--- src/rtl/iq_stream_pkg.sv ---
// iq_stream_pkg: shared widths and the FIFO entry layout for the I/Q output stage
package iq_stream_pkg;
  localparam int SAMPLE_W = 9;
  localparam int WORD_W = 18;
  typedef struct packed {
    logic                last;
    logic [SAMPLE_W-1:0] q;
    logic [SAMPLE_W-1:0] i;
  } entry_t;
endpackage

--- src/rtl/iq_sync_fifo.sv ---
// iq_sync_fifo: generic single-clock FIFO with combinational head read and occupancy count
module iq_sync_fifo #(
  parameter int WIDTH = 19,
  parameter int DEPTH = 16
) (
  input  logic                     clk,
  input  logic                     rst,
  input  logic                     wr_en,
  input  logic [WIDTH-1:0]         wr_data,
  input  logic                     rd_en,
  output logic [WIDTH-1:0]         rd_data,
  output logic                     empty,
  output logic                     full,
  output logic [$clog2(DEPTH):0]   level
);
  localparam int AW = $clog2(DEPTH);
  logic [WIDTH-1:0] mem_q [DEPTH];
  logic [AW-1:0]    wr_ptr_q, rd_ptr_q;
  logic [AW:0]      cnt_q;
  logic             do_wr, do_rd;
  assign empty   = cnt_q == '0;
  assign full    = cnt_q == (AW+1)'(DEPTH);
  assign level   = cnt_q;
  assign do_rd   = rd_en & ~empty;
  // a write into a full FIFO is only accepted when the head leaves in the same cycle
  assign do_wr   = wr_en & (~full | do_rd);
  assign rd_data = mem_q[rd_ptr_q];
  // pointer and occupancy bookkeeping; pointers wrap naturally at DEPTH
  always_ff @(posedge clk) begin
    if (rst) begin
      wr_ptr_q <= '0;
      rd_ptr_q <= '0;
      cnt_q    <= '0;
    end else begin
      if (do_wr) wr_ptr_q <= wr_ptr_q + 1'b1;
      if (do_rd) rd_ptr_q <= rd_ptr_q + 1'b1;
      cnt_q <= cnt_q + {{AW{1'b0}}, do_wr} - {{AW{1'b0}}, do_rd};
    end
  end
  // storage array, no reset needed since empty entries are never presented
  always_ff @(posedge clk) begin
    if (do_wr) mem_q[wr_ptr_q] <= wr_data;
  end
endmodule

--- src/rtl/iq_stream_tx.sv ---
// iq_stream_tx: I/Q sample stream to valid/ready with frame last marker; IQ_STREAM_TX_DROP_CNT_EN adds drop_cnt
module iq_stream_tx
  import iq_stream_pkg::*;
#(
  parameter int DEPTH = 16,
  parameter int CNT_W = 16
) (
  input  logic                        clk,
  input  logic                        rst,
  input  logic                        in_en,
  input  logic signed [SAMPLE_W-1:0]  in_data_i,
  input  logic signed [SAMPLE_W-1:0]  in_data_q,
  input  logic                        in_done,
  output logic                        m_valid,
  input  logic                        m_ready,
  output logic [WORD_W-1:0]           m_data,
  output logic                        m_last,
  output logic [$clog2(DEPTH):0]      level,
  output logic                        overflow,
`ifdef IQ_STREAM_TX_DROP_CNT_EN
  output logic [CNT_W-1:0]            drop_cnt,
`endif
  output logic [CNT_W-1:0]            frame_cnt
);
  logic              hold_vld_q, hold_vld_d;
  logic              hold_last_q, hold_last_d;
  logic [WORD_W-1:0] hold_data_q, hold_data_d;
  logic              overflow_q, overflow_d;
  logic [CNT_W-1:0]  frame_cnt_q, frame_cnt_d;
  logic              push, push_last, pop, drop, empty, full;
  entry_t            wr_entry, head;
  assign push      = hold_vld_q & (in_en | in_done | hold_last_q);
  assign push_last = hold_last_q | (in_done & ~in_en);
  assign wr_entry  = {push_last, hold_data_q};
  assign m_valid   = ~empty;
  assign pop       = m_valid & m_ready;
  assign drop      = push & full & ~pop;
  assign m_data    = m_valid ? {head.q, head.i} : '0;
  assign m_last    = m_valid & head.last;
  assign overflow  = overflow_q;
  assign frame_cnt = frame_cnt_q;

  iq_sync_fifo #(.WIDTH($bits(entry_t)), .DEPTH(DEPTH)) u_fifo (
    .clk     (clk),
    .rst     (rst),
    .wr_en   (push),
    .wr_data (wr_entry),
    .rd_en   (pop),
    .rd_data (head),
    .empty   (empty),
    .full    (full),
    .level   (level)
  );

  // holdback: keep the newest sample until its last status is known
  always_comb begin
    hold_vld_d  = in_en ? 1'b1 : push ? 1'b0 : hold_vld_q;
    hold_last_d = in_en ? in_done : push ? 1'b0 : hold_last_q;
    hold_data_d = in_en ? {in_data_q, in_data_i} : hold_data_q;
    overflow_d  = overflow_q | drop;
    frame_cnt_d = frame_cnt_q + CNT_W'(pop & head.last);
  end

  // state registers; reset discards anything held mid-frame
  always_ff @(posedge clk) begin
    if (rst) begin
      hold_vld_q  <= 1'b0;
      hold_last_q <= 1'b0;
      hold_data_q <= '0;
      overflow_q  <= 1'b0;
      frame_cnt_q <= '0;
    end else begin
      hold_vld_q  <= hold_vld_d;
      hold_last_q <= hold_last_d;
      hold_data_q <= hold_data_d;
      overflow_q  <= overflow_d;
      frame_cnt_q <= frame_cnt_d;
    end
  end

`ifdef IQ_STREAM_TX_DROP_CNT_EN
  logic [CNT_W-1:0] drop_cnt_q;
  assign drop_cnt = drop_cnt_q;
  // saturating count of words lost to a full FIFO
  always_ff @(posedge clk) begin
    if (rst) drop_cnt_q <= '0;
    else if (drop && !(&drop_cnt_q)) drop_cnt_q <= drop_cnt_q + 1'b1;
  end
`endif
endmodule

--- config.mk ---
export PLATFORM = sky130hd
export DESIGN_NAME = iq_stream_tx
export DESIGN_NICKNAME = d
export VERILOG_FILES = /design/src/rtl/iq_stream_pkg.sv /design/src/rtl/iq_sync_fifo.sv /design/src/rtl/iq_stream_tx.sv
export SDC_FILE = /design/constraint.sdc
export NUM_CORES = 1
export LEC_CHECK = 0
export CORE_ASPECT_RATIO = 0.7
export CORE_MARGIN = 4
export CORE_UTILIZATION = 46
export CTS_BUF_LIST = sky130_fd_sc_hd__clkbuf_4 sky130_fd_sc_hd__clkbuf_8
export DETAILED_ROUTE_END_ITERATION = 12
export DONT_BUFFER_PORTS = 1
export GPL_ROUTABILITY_DRIVEN = 1
export GPL_TIMING_DRIVEN = 0
export PLACE_DENSITY_LB_ADDON = 0.05
export SYNTH_ARGS = -nofsm -noshare
export SYNTH_HDL_FRONTEND = slang
export SYNTH_SLANG_ARGS = --single-unit
export TNS_END_PERCENT = 1
--- constraint.sdc ---
create_clock -name clk -period 3.2 [get_ports clk]
set_input_delay 0.16 -clock clk [delete_from_list [all_inputs] [get_ports clk]]
set_output_delay 0.16 -clock clk [all_outputs]
set_load 0.01 [all_outputs]
Word-level counts from Yosys, hierarchy flattened. Memory sizes are Yosys's and may differ from the RTL's. A register that Yosys moved wholly into a read port is not among the register bits. Index checks and enable logic that the tools add are counted.

Bitwise gates (word level): 18. Eq/ne operators: 1. $add $sub $neg: 5. Reduce and logical (&&, ||, !) cells: 2. Mux-type cells: 8.

Operator list (number): 2-to-1 mux 18 bit (1); adder 16 x 1 -> 16 bit (1); AND 1 bit (9); adder 4 x 1 -> 4 bit (second input constant) (2); 2-to-1 mux 4 bit (2); adder 5 x 1 -> 5 bit (1); equality test 5 bit (second input constant) (1); zero test 5 bit (1); 2-to-1 mux 1 bit (5); OR 1 bit (5); subtractor 5 x 1 -> 5 bit (1); NOT 1 bit (4); nonzero test 2 bit (1).

Output and inout port bits: 42. Input bits: 23. Bits in registers: 50. Word-level logic and storage cells: 43. RAM bits: 304. Memories kept: 1.

Memory list: u_fifo.mem_q (words 16, width 19, read ports 1, clocked after Yosys merged registers in 1, write ports 1, RTL line iq_sync_fifo.sv:17) `logic [WIDTH-1:0] mem_q [DEPTH];`.

Logic depth before layout (Yosys ltp). Gate-level depths: netlist of the first run.

Depth in word-level cells: 8. Mapped depth: 14.

Hierarchy. A second synthesis of the first run with hierarchy kept.

Cells, all modules: 756. Area, all modules: 13933.4 um^2.

Modules (own cells, without submodules): iq_sync_fifo (cells an instance 576, area each 12296.8 um^2, instances 1); iq_stream_tx (cells an instance 180, area each 1636.6 um^2, instances 1).

Worst setup path after synthesis of the first run. Ideal clock, no wire load.

Path kind: register -> register. Start: register u_fifo.cnt_q[2], in the netlist u_fifo.level[2]. End: memory u_fifo.mem_q[0][0], enable pin. Setup slack: 0.201 ns. Cell stages (with the launch flop): 7. Library setup time: 0.419 ns. Data arrival time: 2.580 ns. Period minus slack after synthesis: 2.999 ns. Required time: 2.781 ns. Cells stage by stage: dfxtp_1 -> inv_1 -> ha_1 -> nor3b_1 -> a21oi_2 -> nand2_1 -> nor3_1.

Longest elaborated chain between the ends: 8. Elaborated cells between the ends (all ways): 10.

Ends and longest elaborated chain: from (decl) (RTL line iq_sync_fifo.sv:19) `logic [AW:0] cnt_q;`; from (signal assigned) (RTL line iq_sync_fifo.sv:37) `cnt_q <= cnt_q + {{AW{1'b0}}, do_wr} - {{AW{1'b0}}, do_rd};`; zero test 5 bit (RTL line iq_sync_fifo.sv:21) `assign empty = cnt_q == '0;`; NOT 1 bit (RTL line iq_sync_fifo.sv:24, iq_stream_tx.sv:35); AND 1 bit (RTL line iq_stream_tx.sv:36) `assign pop = m_valid & m_ready;`; AND 1 bit (RTL line iq_sync_fifo.sv:24) `assign do_rd = rd_en & ~empty;`; OR 1 bit (*) (RTL line iq_sync_fifo.sv:26) `assign do_wr = wr_en & (~full | do_rd);`; AND 1 bit (*) (RTL line iq_sync_fifo.sv:26); 2-to-1 mux 1 bit (*) (RTL line iq_sync_fifo.sv:42) `if (do_wr) mem_q[wr_ptr_q] <= wr_data;`; 2-to-1 mux 1 bit (implied by the code) (*) (RTL line iq_sync_fifo.sv:42); to (decl) (RTL line iq_sync_fifo.sv:17).

Mark *: on every way between the ends. The rest lies on a longest branch, timed or not.

Worst setup path after layout of the first run.
Start: register u_fifo.cnt_q[3], in the netlist u_fifo.level[3]. End: register u_fifo.cnt_q[4], in the netlist u_fifo.level[4].

Longest elaborated chain between the ends: 8. Elaborated cells between the ends (all ways): 10.

Ends and longest elaborated chain: zero test 5 bit (*) (RTL line iq_sync_fifo.sv:21); NOT 1 bit (*) (RTL line iq_sync_fifo.sv:24, iq_stream_tx.sv:35); AND 1 bit (RTL line iq_stream_tx.sv:36); AND 1 bit (*) (RTL line iq_sync_fifo.sv:24); via u_fifo.do_rd (RTL line iq_sync_fifo.sv:20) `logic do_wr, do_rd;`; OR 1 bit (RTL line iq_sync_fifo.sv:26); AND 1 bit (RTL line iq_sync_fifo.sv:26); adder 5 x 1 -> 5 bit (RTL line iq_sync_fifo.sv:37); subtractor 5 x 1 -> 5 bit (*) (RTL line iq_sync_fifo.sv:37).

The timed path passes the listed nets; every way through them passes the cells marked *. A chain may end at the register's enable or synchronous reset.

==> reports/results.ini, run 1 <==
[status]
status = complete, no violations

[sta]
fmax_ghz = 0.329
rsz0062_at_grt = no
max_slew_margin = 0.451
fin_skew_ns = 0.0206
period_share = 0.951
holdWs_ns = 0.0724
fin_crit_ns = 3.04
hold_viol = 0
finalMaxSlewViolations = 0
setup_viol = 0
tightest_slew_ns = 0.822

[worst_setup_path]
critical_path_depth = 13
path_buf_inv = 3
cp.required_ns = 3.72
path_delay_family = simple AND/OR/NAND/NOR gates
crit_path_start = u_fifo.level[3]
ff2ff_path_depth = 13
setup.worst_path.end = u_fifo.level[4]
crit_fanout = 6
rrSetupSlack_ns = 0.16
end_kind = register
r2r_end = u_fifo.level[4]
timing.critical_path.cells = inv_1 -> ha_1 -> or4b_4 -> nand2_4 -> inv_1 -> ha_1 -> inv_1 -> ha_1 -> fa_2 -> a21oi_1 -> nor2_1 -> or3_1 -> a21oi_1
crit_arrival_ns = 3.56
critPathLaunchType = register
cpPeakStageDelay_ns = 0.55
worstSetupPathType = reg2reg
timing.rr.start = u_fifo.level[3]
cp_slowest_cell = or4b_4

[yosys]
ys_types = 43
syn_avg_cell_area_sq_um = 18.7
ys_top_cells_by_count = edfxtp_1, nor2_1, dfxtp_1
synthFlopType = edfxtp_1
synth_most_common_cell = edfxtp_1
netlist_top_cells_area = edfxtp_1, dfxtp_1, mux4_2
yosysTopAreaCell = edfxtp_1
synth_edf_count = 304
synth_fp_nets = 792
yosys_warnings = 0
synth.yosys.seq_area_share = 0.723
syn_area_sq_mm = 0.0141
syn_inst = 755
synth.top_cell.area_share = 0.647
synth.ff_latch_count = 358
synthArstFlopShare = 0

[floorplanning]
core_area_sq_mm = 0.0301
fp.dieW_um = 217
dieHeight_um = 155
die-area_sq_mm = 0.0336
ios = 65
start_util = 0.469
num_rows = 53

[clock_network]
cts_tree = done
htree_levels = 2
cts_buffer_depth = 3
cts.sinks = 358
insertion_delay_ns = 0.59
clkSlewWorstSetupHoldPaths_ns = 0.06
cts_buffers = 53
clock-root-buffer = clkbuf_8
postCtsSetupRepairBufs = 0

[routing]
drt-pass1-iter-count = 5
drtAntennaViolNets = 0
drcViolationCount = 0
via_per_inst = 5.44
drt_iter0_drc = 467
drt_wl_total_um = 30900
wl_per_cell_um = 23.8
via_count = 7065

[layout]
stdcell_area_sq_mm = 0.0163
final_nets = 888
multi_input_area_sq_mm = 0.00372
area_delta_synth_final_pct = 15.5
stdcell_count = 1299
antenna_cells = 0
layout-drive-gt1-share = 0.246
ff_latch_area_sq_mm = 0.0102
fillCellCount = 2374

[global_route]
grt_pass1_vias = 7436
grt_overflow_total = 0
grt_max_degree = 18
track_usage = 0.188
antenna_found_initial = 0
grt_pass1_wl_um = 46900

[place]
dp_hpwl_um = 20400
place_congestion = 0.750
dpl.cell_count = 1187
place.port_buffers = 0
placed_area_sq_mm = 0.0151

[pwr]
leakage_nw = 5.57
peakVddDrop_uv = 385
p_per_area_mw_per_mm2 = 661
p_total_w = 0.0108

[flow_run]
maxCapViolations = 0

[min_path]
hp-class = in2reg

## cell type report
cell class | count | area share
multi-input cells | 343 | 0.228
repair buffers | 42 | 0.0377
clock buffers | 74 | 0.0555
clock inverters | 17 | 0.00437
flip-flops and latches | 358 | 0.626
plain buffers | 38 | 0.0132
inverters | 15 | 0.00345
well taps | 412 | 0.0316
## power by group
group | internal [W] | switching [W] | total [W]
combinational | 0.000911 | 0.00109 | 0.00200
sequential | 0.00517 | 0.000143 | 0.00531
clock | 0.00181 | 0.00166 | 0.00348
## metal layers
metal  vias up  global-route usage  share of wire
met1      3658               0.270           0.46
met5         -                   0              0
met3        47              0.0454          0.058
met4         0              0.0524          0.019
li1       3196                   -              -
met2       164               0.291           0.46
## cells by family (layout without fill, tap and decap cells)
| kind of cell | count (synthesis) | after routing | share of synthesized area |
|---|---|---|---|
| AOI/OAI and AO/OA | 58 | 58 | 0.0230 |
| xor gates and xnor gates | 18 | 18 | 0.0112 |
| adders and majority gates | 14 | 14 | 0.0129 |
| buffers and inverters | 54 | 186 | 0.0191 |
| DFF | 358 | 358 | 0.723 |
| muxes | 135 | 135 | 0.172 |
| and+or+nand+nor | 118 | 118 | 0.0386 |
## metrics by stage
stage	worst slack, ns	utilization	setup TNS [ns]
6_report	0.157	0.542	0
4_1_cts	0.0684	0.541	0
3_5_place_dp	-0.0811	0.501	-0.0811
5_1_grt	0.00819	0.542	0
3_3_place_gp	-1.36	0.486	-168.29
2_1_floorplan	0.201	-	0
## worst min-delay path: stages
cell and delay, ns:
clkbuf_1 0.21, nor3b_1 0.09, a21oi_1 0.11, nor2_1 0.05
## state kept, by name, summed over array words and instances, names as in the netlist, named ones only
name / count
overflow: 1
u_fifo.wr_ptr_q: 4
u_fifo.level: 5
hold_vld_q: 1
u_fifo.rd_ptr_q: 4
u_fifo.mem_q: 304
hold_data_q: 18
frame_cnt: 16
hold_last_q: 1
## cell usage in the layout (no fill, tap or decap), types with 14 or more instances in the layout
| cell type | instances |
|---|---|
| a21oi_1 | 27 |
| buf_2 | 16 |
| clkbuf_4 | 19 |
| clkbuf_8 | 56 |
| dfxtp_1 | 54 |
| dlygate4sd3_1 | 22 |
| edfxtp_1 | 304 |
| inv_1 | 14 |
| mux2_2 | 24 |
| mux2i_1 | 37 |
| mux4_1 | 32 |
| mux4_2 | 42 |
| nor2_1 | 51 |
| o21ai_1 | 17 |
## timing repair
item	CTS	global route
hold buffers	22	0
endpoints found under the setup margin	2	3
endpoints found under the hold margin	33	0
resized for setup	3	6
## how the worst min path moves through the flow
| stage | depth (start not counted) | endpoint | start |
|---|---|---|---|
| floorplan | 2 | hold_last_q | in_done |
| global placement | 2 | hold_last_q | in_done |
| detailed placement | 2 | hold_last_q | in_done |
| CTS | 4 | hold_last_q | in_en |
| global route | 4 | hold_last_q | in_en |
| finish | 4 | hold_last_q | in_en |
Note: power is estimated with default switching activity, not from simulation.
==> run 2: changes to the inputs <==
--- a/config.mk
+++ b/config.mk
@@ -6,7 +6,7 @@
 export NUM_CORES = 1
 export LEC_CHECK = 0
 export CORE_ASPECT_RATIO = 0.7
-export CORE_MARGIN = 4
+export CORE_MARGIN = 5
 export CORE_UTILIZATION = 46
 export CTS_BUF_LIST = sky130_fd_sc_hd__clkbuf_4 sky130_fd_sc_hd__clkbuf_8
 export DETAILED_ROUTE_END_ITERATION = 12
==> run 2 against run 1 <==
Effect of this change:
- first-iteration DRC count fell by 5.1%
- critical path depth unchanged
- count of clock-buffer cells in the layout rose by 1
- global-route usage is 0.49 points lower
- clock skew rose by 0.0083 ns
- final area decreased by 0.20%
- highest routed layer unchanged
==> reports/results.ini, run 2 (same netlist as run 1, synthesis figures left out) <==
[sta]
rsz0062_at_grt = no
fin_skew_ns = 0.0290  ; +0.00835 ns
fin_crit_ns = 2.99  ; -0.0509 ns
hold_viol = 0  ; unchanged
fin_ws_ns = 0.208  ; +0.0509 ns
fmax_ghz = 0.334  ; +1.7%
tightest_slew_ns = 0.834  ; +0.0120 ns
period_share = 0.935  ; -0.0159
holdWs_ns = 0.0971  ; +0.0247 ns
max_slew_margin = 0.444  ; -0.00743
setup_viol = 0  ; unchanged
finalMaxSlewViolations = 0  ; unchanged

[pwr]
leakage_nw = 5.56  ; -0.23%
peakVddDrop_uv = 345  ; -10%
p_total_w = 0.0109  ; +1.1%
p_per_area_mw_per_mm2 = 670  ; +1.3%

[worst_setup_path]
timing.critical_path.cells = inv_1 -> ha_1 -> or4b_4 -> nand2_2 -> inv_1 -> ha_1 -> inv_1 -> ha_1 -> fa_2 -> a21oi_1 -> nor2_1 -> or3_1 -> a21oi_1
cpPeakStageDelay_ns = 0.48  ; -0.07 ns
rrSetupSlack_ns = 0.21  ; +0.05 ns
end_kind = register
crit_arrival_ns = 3.51  ; -0.05 ns
ff2ff_path_depth = 13  ; unchanged
worstSetupPathType = reg2reg
cp_slowest_cell = or4b_4
crit_fanout = 4  ; -2
timing.rr.start = u_fifo.level[3]
cp.required_ns = 3.72  ; about the same
r2r_end = u_fifo.level[4]
critPathLaunchType = register

[place]
place.port_buffers = 0  ; unchanged
dp_hpwl_um = 20400  ; -0.26%
place_congestion = 0.714  ; -4.8%
dp_slack_ns = -0.0758  ; +0.00532 ns

[routing]
drt_iter0_drc = 443  ; -5.1%
wl_per_cell_um = 23.8  ; -0.13%
via_count = 7089  ; +0.34%
drt-pass1-iter-count = 5  ; unchanged
drt_wl_total_um = 31000  ; +0.34%
drtAntennaViolNets = 0  ; unchanged
drcViolationCount = 0  ; unchanged
via_per_inst = 5.43  ; -0.12%

[layout]
layout_common_cells = edfxtp_1, clkbuf_8, dfxtp_1, nor2_1, mux4_2
layout-drive-gt1-share = 0.247  ; +0.00171
area_delta_synth_final_pct = 15.3
antenna_cells = 0  ; unchanged
largest_reg_flops = 304  ; unchanged
fillCellCount = 2379  ; +0.21%
final_common_cell = edfxtp_1
top_register = u_fifo.mem_q
final_nets = 890  ; +0.23%

[min_path]
hp-class = in2reg
hp-start = in_en
hold-path-endpoint = hold_last_q
hold_depth = 4  ; unchanged

[clock_network]
cts_buffers = 55  ; +3.8%
cts_tree = done
clock-root-buffer = clkbuf_8
clkSlewWorstSetupHoldPaths_ns = 0.07  ; about the same
insertion_delay_ns = 0.61  ; +0.02 ns
htree_levels = 2  ; unchanged
cts_buffer_depth = 3  ; unchanged
cts.sinks = 358  ; unchanged

[global_route]
track_usage = 0.183  ; -0.00492
grt_overflow_total = 0  ; unchanged
grt_pass1_wl_um = 46300  ; -1.3%
antenna_found_initial = 0  ; unchanged
grt_pass1_vias = 7561  ; +1.7%
grt_max_degree = 18  ; unchanged

[floorplanning]
dieHeight_um = 157  ; +1.3%
die-area_sq_mm = 0.0344  ; +2.2%
ios = 65  ; unchanged
core_area_sq_mm = 0.0302  ; +0.22%
num_rows = 53  ; unchanged
fp.dieW_um = 219  ; +0.92%
start_util = 0.468  ; -0.00103

[status]
status = complete, no violations

[flow_run]
maxCapViolations = 0  ; unchanged

## run 2: per-layer routing
layer	global-route usage	up-vias	routed length, um
li1	-	3205	-
met1	0.255	3684	14000
met2	0.296	153	14800
met3	0.0427	47	1640
met4	0.0454	0	565
met5	0	-	0
## run 2: worst max-delay path, delay by kind of cell (launching register included)
kind            cells  cell delay, ns
buf+inv             3            0.22
flops               1            0.36
compound gates      2            0.33
fa+ha+maj           4            1.00
simple gates        4            1.01
## run 2: how the worst max path moves through the flow
stage                     from            endpoint  slack [ns]  depth (start not counted)
6_report       u_fifo.level[3]     u_fifo.level[4]        0.21                         13
3_5_place_dp   u_fifo.level[2]     u_fifo.level[4]       -0.08                         14
2_1_floorplan  u_fifo.level[2]  u_fifo.mem_q[0][0]        0.20                          6
4_1_cts               register       frame_cnt[15]        0.02                         12
5_1_grt               register       frame_cnt[12]        0.02                         12
3_3_place_gp   u_fifo.level[2]  u_fifo.mem_q[0][4]       -1.36                          6
## run 2: where the power goes
part           total (W)  internal [W]  switching, W  leakage, nW
Clock            0.00359       0.00188       0.00172        0.542
Combinational    0.00201      0.000912       0.00109         1.79
Sequential       0.00531       0.00517      0.000140         3.23
## run 2: cell type report
class | instances | area, sq um | share of cell area
Buffer | 37 | 205 | 0.0126
Clock buffer | 75 | 932 | 0.0573
Multi-Input combinational cell | 343 | 3710 | 0.228
Tap cell | 412 | 515 | 0.0317
Inverter | 15 | 56.3 | 0.00346
Timing Repair Buffer | 43 | 548 | 0.0337
Sequential cell | 358 | 10200 | 0.627
Clock inverter | 22 | 101 | 0.00623
## run 2: metrics by stage
| step | util | instances | setup TNS (ns) | cell area [sq um] |
|---|---|---|---|---|
| global placement | 0.485 | 1167 | -162.54 | 14600 |
| global route | 0.540 | 1305 | 0 | 16300 |
| finish | 0.540 | 1305 | 0 | 16300 |
| floorplan | - | 755 | 0 | 14100 |
| CTS | 0.539 | 1305 | 0 | 16300 |
| detailed placement | 0.497 | 1187 | -0.0758 | 15000 |
## run 2: what timing repair did
| item | CTS | global route |
|---|---|---|
| endpoints found under the hold margin | 34 | 0 |
| setup endpoints to repair | 1 | 4 |
| hold buffers | 22 | 0 |
| buffers inserted | 0 | 1 |
| pin swaps | 0 | 0 |
| gates resized for setup | 2 | 3 |
| gates cloned | 0 | 0 |
